### config.mk
export PLATFORM = sky130hd
export DESIGN_NAME = dmem_port_arbiter
export DESIGN_NICKNAME = d
export VERILOG_FILES = /design/src/rtl/dmem_pkg.sv /design/src/rtl/dmem_rr_pick.sv /design/src/rtl/dmem_port_arbiter.sv
export SDC_FILE = /design/constraint.sdc
export NUM_CORES = 1
export LEC_CHECK = 0
export ABC_AREA = 1
export CORE_MARGIN = 2
export CORE_UTILIZATION = 48
export DETAILED_ROUTE_END_ITERATION = 6
export PLACE_DENSITY = 0.86
export SLEW_MARGIN = 30
export SYNTH_ARGS = -nofsm -noshare
export SYNTH_HDL_FRONTEND = slang
export SYNTH_HIERARCHICAL = 1
export SYNTH_SLANG_ARGS = --single-unit
### constraint.sdc
create_clock -name CLK -period 3.8 [get_ports CLK]
set_input_delay 1.14 -clock CLK [delete_from_list [all_inputs] [get_ports CLK]]
set_output_delay 1.14 -clock CLK [all_outputs]
set_load 0.02 [all_outputs]
### src/rtl/dmem_pkg.sv
// rtl/dmem_pkg.sv - shared types and helpers for the data-memory port arbiter
package dmem_pkg;

    localparam int BEATS = 4;

    typedef enum logic [1:0] {
        IDLE = 2'd0,
        XFER = 2'd1,
        DONE = 2'd2
    } state_t;

    // Big-endian lane order: beat 0 carries the most significant byte.
    function automatic logic [7:0] byte_lane(input logic [31:0] word, input logic [1:0] beat);
        return word[31 - 8*int'(beat) -: 8];
    endfunction

endpackage

### src/rtl/dmem_rr_pick.sv
// rtl/dmem_rr_pick.sv - combinational two-way round-robin selector
module dmem_rr_pick (
    input  logic req0,
    input  logic req1,
    input  logic last_grant,
    output logic grant_valid,
    output logic grant_id
);

    always_comb begin
        grant_valid = req0 | req1;
        grant_id    = (req0 && req1) ? ~last_grant : req1;
    end

endmodule

### src/rtl/dmem_port_arbiter.sv
// rtl/dmem_port_arbiter.sv - two-port 32-bit requester arbiter over a byte-wide data RAM
module dmem_port_arbiter
    import dmem_pkg::*;
#(
    parameter int ADDR_W = 8
) (
    input  logic              CLK,
    input  logic              Reset,
    input  logic              req0,
    input  logic              we0,
    input  logic [31:0]       addr0,
    input  logic [31:0]       wdata0,
    output logic              ack0,
    input  logic              req1,
    input  logic              we1,
    input  logic [31:0]       addr1,
    input  logic [31:0]       wdata1,
    output logic              ack1,
    output logic [31:0]       rdata,
    output logic              busy,
    output logic [ADDR_W-1:0] mem_addr,
    output logic [7:0]        mem_wdata,
    output logic              mem_we,
    input  logic [7:0]        mem_rdata
);

    state_t              state, state_next;
    logic [1:0]          beat;
    logic                last_grant;
    logic                gnt;
    logic                we_q;
    logic [ADDR_W-1:0]   base;
    logic [31:0]         wdata_q;
    logic [23:0]         shift_q;
    logic [31:0]         rdata_q;

    logic                grant_valid, grant_id;
    logic                sel_we;
    logic [ADDR_W-1:0]   sel_addr;
    logic [31:0]         sel_wdata;
    logic                in_xfer;
    logic                last_beat;

    logic                unused_addr_hi;
    assign unused_addr_hi = ^{addr0[31:ADDR_W], addr1[31:ADDR_W]};

    dmem_rr_pick u_pick (
        .req0        (req0),
        .req1        (req1),
        .last_grant  (last_grant),
        .grant_valid (grant_valid),
        .grant_id    (grant_id)
    );

    always_comb begin
        sel_we    = grant_id ? we1 : we0;
        sel_addr  = grant_id ? addr1[ADDR_W-1:0] : addr0[ADDR_W-1:0];
        sel_wdata = grant_id ? wdata1 : wdata0;
    end

    assign last_beat = (beat == 2'(BEATS - 1));

    always_comb begin
        state_next = state;
        case (state)
            IDLE:    if (grant_valid) state_next = XFER;
            XFER:    if (last_beat) state_next = DONE;
            DONE:    state_next = IDLE;
            default: state_next = IDLE;
        endcase
    end

    // Reset gates every output combinationally so an aborted beat never strobes the RAM.
    always_comb begin
        in_xfer   = !Reset && (state == XFER);
        busy      = !Reset && (state != IDLE);
        mem_we    = in_xfer && we_q;
        mem_addr  = in_xfer ? base + ADDR_W'(beat) : '0;
        mem_wdata = (in_xfer && we_q) ? byte_lane(wdata_q, beat) : 8'h00;
        ack0      = !Reset && (state == DONE) && !gnt;
        ack1      = !Reset && (state == DONE) && gnt;
        rdata     = Reset ? 32'h0 : rdata_q;
    end

    always_ff @(posedge CLK) begin
        if (Reset) begin
            state      <= IDLE;
            beat       <= 2'd0;
            last_grant <= 1'b1;
            gnt        <= 1'b0;
            we_q       <= 1'b0;
            base       <= '0;
            wdata_q    <= 32'h0;
            shift_q    <= 24'h0;
            rdata_q    <= 32'h0;
        end else begin
            state <= state_next;
            case (state)
                IDLE: begin
                    if (grant_valid) begin
                        gnt        <= grant_id;
                        last_grant <= grant_id;
                        we_q       <= sel_we;
                        base       <= sel_addr;
                        wdata_q    <= sel_wdata;
                        beat       <= 2'd0;
                    end
                end
                XFER: begin
                    beat <= beat + 2'd1;
                    if (!we_q) begin
                        shift_q <= {shift_q[15:0], mem_rdata};
                        if (last_beat) rdata_q <= {shift_q, mem_rdata};
                    end
                end
                default: ;
            endcase
        end
    end

endmodule

After elaboration in Yosys (flattened, before gate mapping)
Index checks and enable logic that the tools add are counted.
- output and inout port bits: 52
- flip-flop bits (word level): 103
- word-level logic and storage cells: 50
- input port bits: 142
- shifts and indexed selects: 1
- add/sub/neg operators: 3
- reduce and logical (&&, ||, !) cells: 17
- mux-type cells: 12
- eq/ne operators: 5
- bitwise logic cells: 3
- operator list (cell ; number):
    $mux 32 ; 2
    $shiftx 39x6->8 ; 1
    $mux 8 ; 3
    $add 8x2->8 ; 1
    $pmux 2 s2 ; 2
    $reduce_and 2->1 ; 4
    $logic_and 1x1->1 ; 7
    $mux 2 ; 3
    $sub 5x5->6 const A ; 1
    $eq 2x2->1 const B ; 2
    $ne 2x2->1 const B ; 2
    $reduce_bool 2->1 ; 2
    $reduce_and 3->1 ; 1
    $add 2x1->2 const B ; 1
    $eq 2x1->1 const B ; 1
    $logic_not 1->1 ; 2
    $logic_not 2->1 ; 1
    $mux 1 ; 2
    $not 1->1 ; 2
    $or 1x1->1 ; 1

Depth between registers and ports, before layout
- depth in word-level cells: 4
- depth in mapped cells: 8
- depth with buffers taken out: 7

Modules after synthesis
Netlist, hierarchy kept.
- by module, submodules not included (module ; area each (um^2) ; sequential area each (um^2) ; times used ; cells each):
    dmem_port_arbiter ; 5158.7 ; 2062.0 ; 1 ; 826
    dmem_rr_pick ; 15.0 ; 0.0 ; 1 ; 3

Worst setup path before layout
OpenSTA, ideal clock, no wires.
- kind: input-to-output
- start: in Reset
- end: out ack0
- data required time: 2.660 ns
- buffers on the path: 2
- stages on the path: 5
- slack: 0.664 ns
- data arrival time: 1.996 ns
- cell sequence: buf_2 -> inv_1 -> clkbuf_1 -> nand2_1 -> nor2_1
- word-level cells in the longest chain between the ends: 3
- RTL lines (item ; line ; RTL):
    from (decl) ; dmem_port_arbiter.sv:8 ; input logic Reset,
    $logic_not 1->1 ; dmem_port_arbiter.sv:80 ; ack0 = !Reset && (state == DONE) && !gnt;
    $logic_and 1x1->1 (2 in a row) ; dmem_port_arbiter.sv:80 ;
    to (decl) ; dmem_port_arbiter.sv:13 ; output logic ack0,
No other way between the ends.

Worst setup path in the final report
- start: in Reset
- end: out mem_wdata[6]
- word-level cells in the longest chain between the ends: 4
- RTL lines (item ; line ; RTL):
    $logic_not 1->1 ; dmem_port_arbiter.sv:75 ; in_xfer = !Reset && (state == XFER);
    $logic_and 1x1->1 ; dmem_port_arbiter.sv:75 ;
    $logic_and 1x1->1 ; dmem_port_arbiter.sv:79 ; mem_wdata = (in_xfer && we_q) ? byte_lane(wdata_q, beat) : 8'h00;
    $mux 8 ; dmem_port_arbiter.sv:79 ;
    to (decl) ; dmem_port_arbiter.sv:22 ; output logic [7:0] mem_wdata,
No other way between the ends.

==> flow_summary_export.csv <==
group,metric,value,unit
setup_path,cp-start-kind,"input port",
yosys,syn_inst,829,
finish,area_growth,32.5,%
power_and_ir_drop,total_power,2.31,mW
floorplanning,die_area,11600,um2
cts,cts_max_path_buffers,2,
placed_design,port_buffers,145,
detailed_routing,via_per_inst,4.84,
timing,slew_viol_final,0,
setup_path,critPathSlowestCell,"clkdlybuf4s50_1",
yosys,yosys_warnings,6,
yosys,synth_edf_count,0,
floorplanning,die_h,108,um
timing,setup_slack,0.129,ns
timing,period_share,0.966,
setup_path,cp.arrival,2.53,ns
timing,setup_violations,0,
cts,clk-insertion-delay-late,0.38,ns
placed_design,dp_hpwl,9150,um
setup_path,critPathCapture,"mem_wdata[6]",
timing,tightest_slew,0.725,ns
grt,gr-total-overflow,0,
finish,layout-drive-gt1-share,0.0400,
grt,antenna_found_initial,0,
yosys,mappedNetlistNets,975,
power_and_ir_drop,p_leak,2.89,nW
cts,cts.sinks,103,
cts,cts_setup_buffers,0,
floorplanning,start_util,0.497,
grt,grt.total_usage,0.228,
detailed_routing,drt_iter0_markers,281,
setup_path,worstRegToRegCells,8,
finish,stdcell_area,6850,um2
timing,finClkSkew,0.0193,ns
setup_path,slowest_delay,0.65,ns
cts,ctsHoldBuffers,0,
outcome,status,"complete, no violations",
timing,tns,0,ns
setup_path,crit_type,"input port to output port",
detailed_routing,wl_per_cell,12.0,um
floorplanning,die_x,108,um
placed_design,gp_congestion,0.857,
detailed_routing,drc,0,
finish,final_cell_mix,"nand2_1 (219), nor2_1 (159), clkdlybuf4s50_1 (144)",
cts,ctsResizeCount,0,
yosys,synth_top_area_cell,"dfxtp_1",
setup_path,r2r-start,"beat[0]",
grt,grt_max_degree,73,
detailed_routing,wl,13000,um
yosys,netlist.area_leader.share,0.399,
setup_path,required,2.66,ns
cts,htreeDepth,3,
placed_design,pre_cts_ws,0.143,ns
placed_design,dpl_cell_area,6640,um2
setup_path,path_cells,"buf_2, nor2_4, nand2_1, a21oi_1, clkdlybuf4s50_1",
grt,grt_pass1_vias,4666,
timing,slew_headroom,0.516,
setup_path,critPathLaunch,"Reset",
finish,layout_commonest_cell,"nand2_1",
timing,rsz0062_at_grt,"no",
timing,finalCriticalPeriod,3.67,ns
cts,clk_pin_slew,0.11,ns
setup_path,endpoint_kind,"output port",
setup_path,worstReg2RegEnd,"rdata_q[16]",
yosys,async_flop_share,0,
timing,finalHoldViolations,0,
yosys,syn_avg_cell_area,6.24,um2
cts,clock-root-buffer,"clkbuf_8",
yosys,syn_area,5170,um2
grt,grt-busiest-layer,"met2",
yosys,ys_seq_area_frac,0.399,
hold_path,hp-class,"register to register",
power_and_ir_drop,max-vdd-ir-drop,0.000300,V
yosys,ys.flop_type,"dfxtp_1",
yosys,synth-seq-cells,103,
floorplanning,placementRows,37,
cts,cts_tree,"done",
setup_path,cp_max_fo,9,
setup_path,r2r_setup_slack,1.50,ns
detailed_routing,drt_pass1_iterations,5,
floorplanning,io_pins,194,
cts,cts_buffers,9,
yosys,ys_types,23,
finish,fin_nets,1091,
run,max_cap_violations,0,
grt,grt_pass1_wl,21700,um
detailed_routing,ant_nets,0,
power_and_ir_drop,power_density,337,nW/um2
grt,grt_use_met3,0.0472,
grt,grt_use_met2,0.377,
finish,antennaDiodeCount,0,
timing,fmax,0.272,GHz
detailed_routing,num_vias,5251,
grt,grtUsageMet1,0.302,
yosys,ys_top_cells_by_area,"dfxtp_1 (40%), nand2_1 (16%), nor2_1 (12%)",
floorplanning,core,10400,um2
==> state kept, by name, summed over array words and instances (netlist names) <==
| name | flops |
|---|---|
| gnt | 1 |
| base | 8 |
| rdata_q | 32 |
| state | 2 |
| beat | 2 |
| shift_q | 24 |
| last_grant | 1 |
| wdata_q | 32 |
| we_q | 1 |
==> cell type report <==
class / count / area (um2)
fill: 918 / 3560
multi-input combinational: 560 / 2420
inverter: 116 / 435
sequential: 103 / 2060
tap: 136 / 170
clock buffer: 9 / 124
clock inverter: 7 / 91.3
timing repair buffer: 155 / 1550
==> worst max-delay path, delay by kind of cell <==
| kind | cells | cell delay, ns |
|---|---|---|
| AOI/OAI and AO/OA | 1 | 0.26 |
| and+or+nand+nor | 2 | 0.32 |
| buffers and inverters | 2 | 0.80 |
==> layer usage <==
metal	vias up	wire length, um
li1	2745	-
met1	2342	5890
met2	146	6000
met3	18	930
met5	-	0
met4	0	195
==> worst min-delay path by stage <==
stage,startpoint,end,slack [ns],cells after the start
floorplan,wdata_q[4],wdata_q[4],0.44,2
global route,wdata_q[30],wdata_q[30],0.49,2
CTS,wdata_q[23],wdata_q[23],0.47,2
finish,wdata_q[28],wdata_q[28],0.47,2
global placement,wdata_q[0],wdata_q[0],0.45,2
detailed placement,wdata_q[23],wdata_q[23],0.46,2
==> cells by family after synthesis <==
logic type | after synthesis | synth area share
simple gates | 422 | 0.321
compound gates | 134 | 0.131
flops | 103 | 0.399
buf+inv | 166 | 0.138
fa+ha+maj | 4 | 0.0111
==> power breakdown <==
group          switching, mW  leakage, nW  total, mW  internal, mW
clock network          0.427        0.105      0.692         0.265
registers             0.0475        0.843       1.19          1.15
logic                  0.234         1.94      0.421         0.187
total                  0.709         2.89       2.31          1.60
==> metrics by stage <==
step,instances,hold WS (ns),util
floorplan,829,0.441,-
global placement,1069,0.453,0.636
detailed placement,1070,0.456,0.637
CTS,1086,0.473,0.658
global route,1086,0.486,0.658
finish,1086,0.474,0.658
==> cells in the mapped netlist (2+ instances only) <==
cell      number
buf_4          8
dfxtp_1      103
nand2_1      219
a21oi_1       56
nand2_2        3
ha_1           3
buf_6          4
buf_2         24
clkbuf_1       9
nand3_1       35
buf_1          5
nor2_1       159
o21ai_0       72
inv_1        115
nor2_4         2
o21ai_2        2
o21ai_1        4
Note: power is estimated with default switching activity, not from simulation.
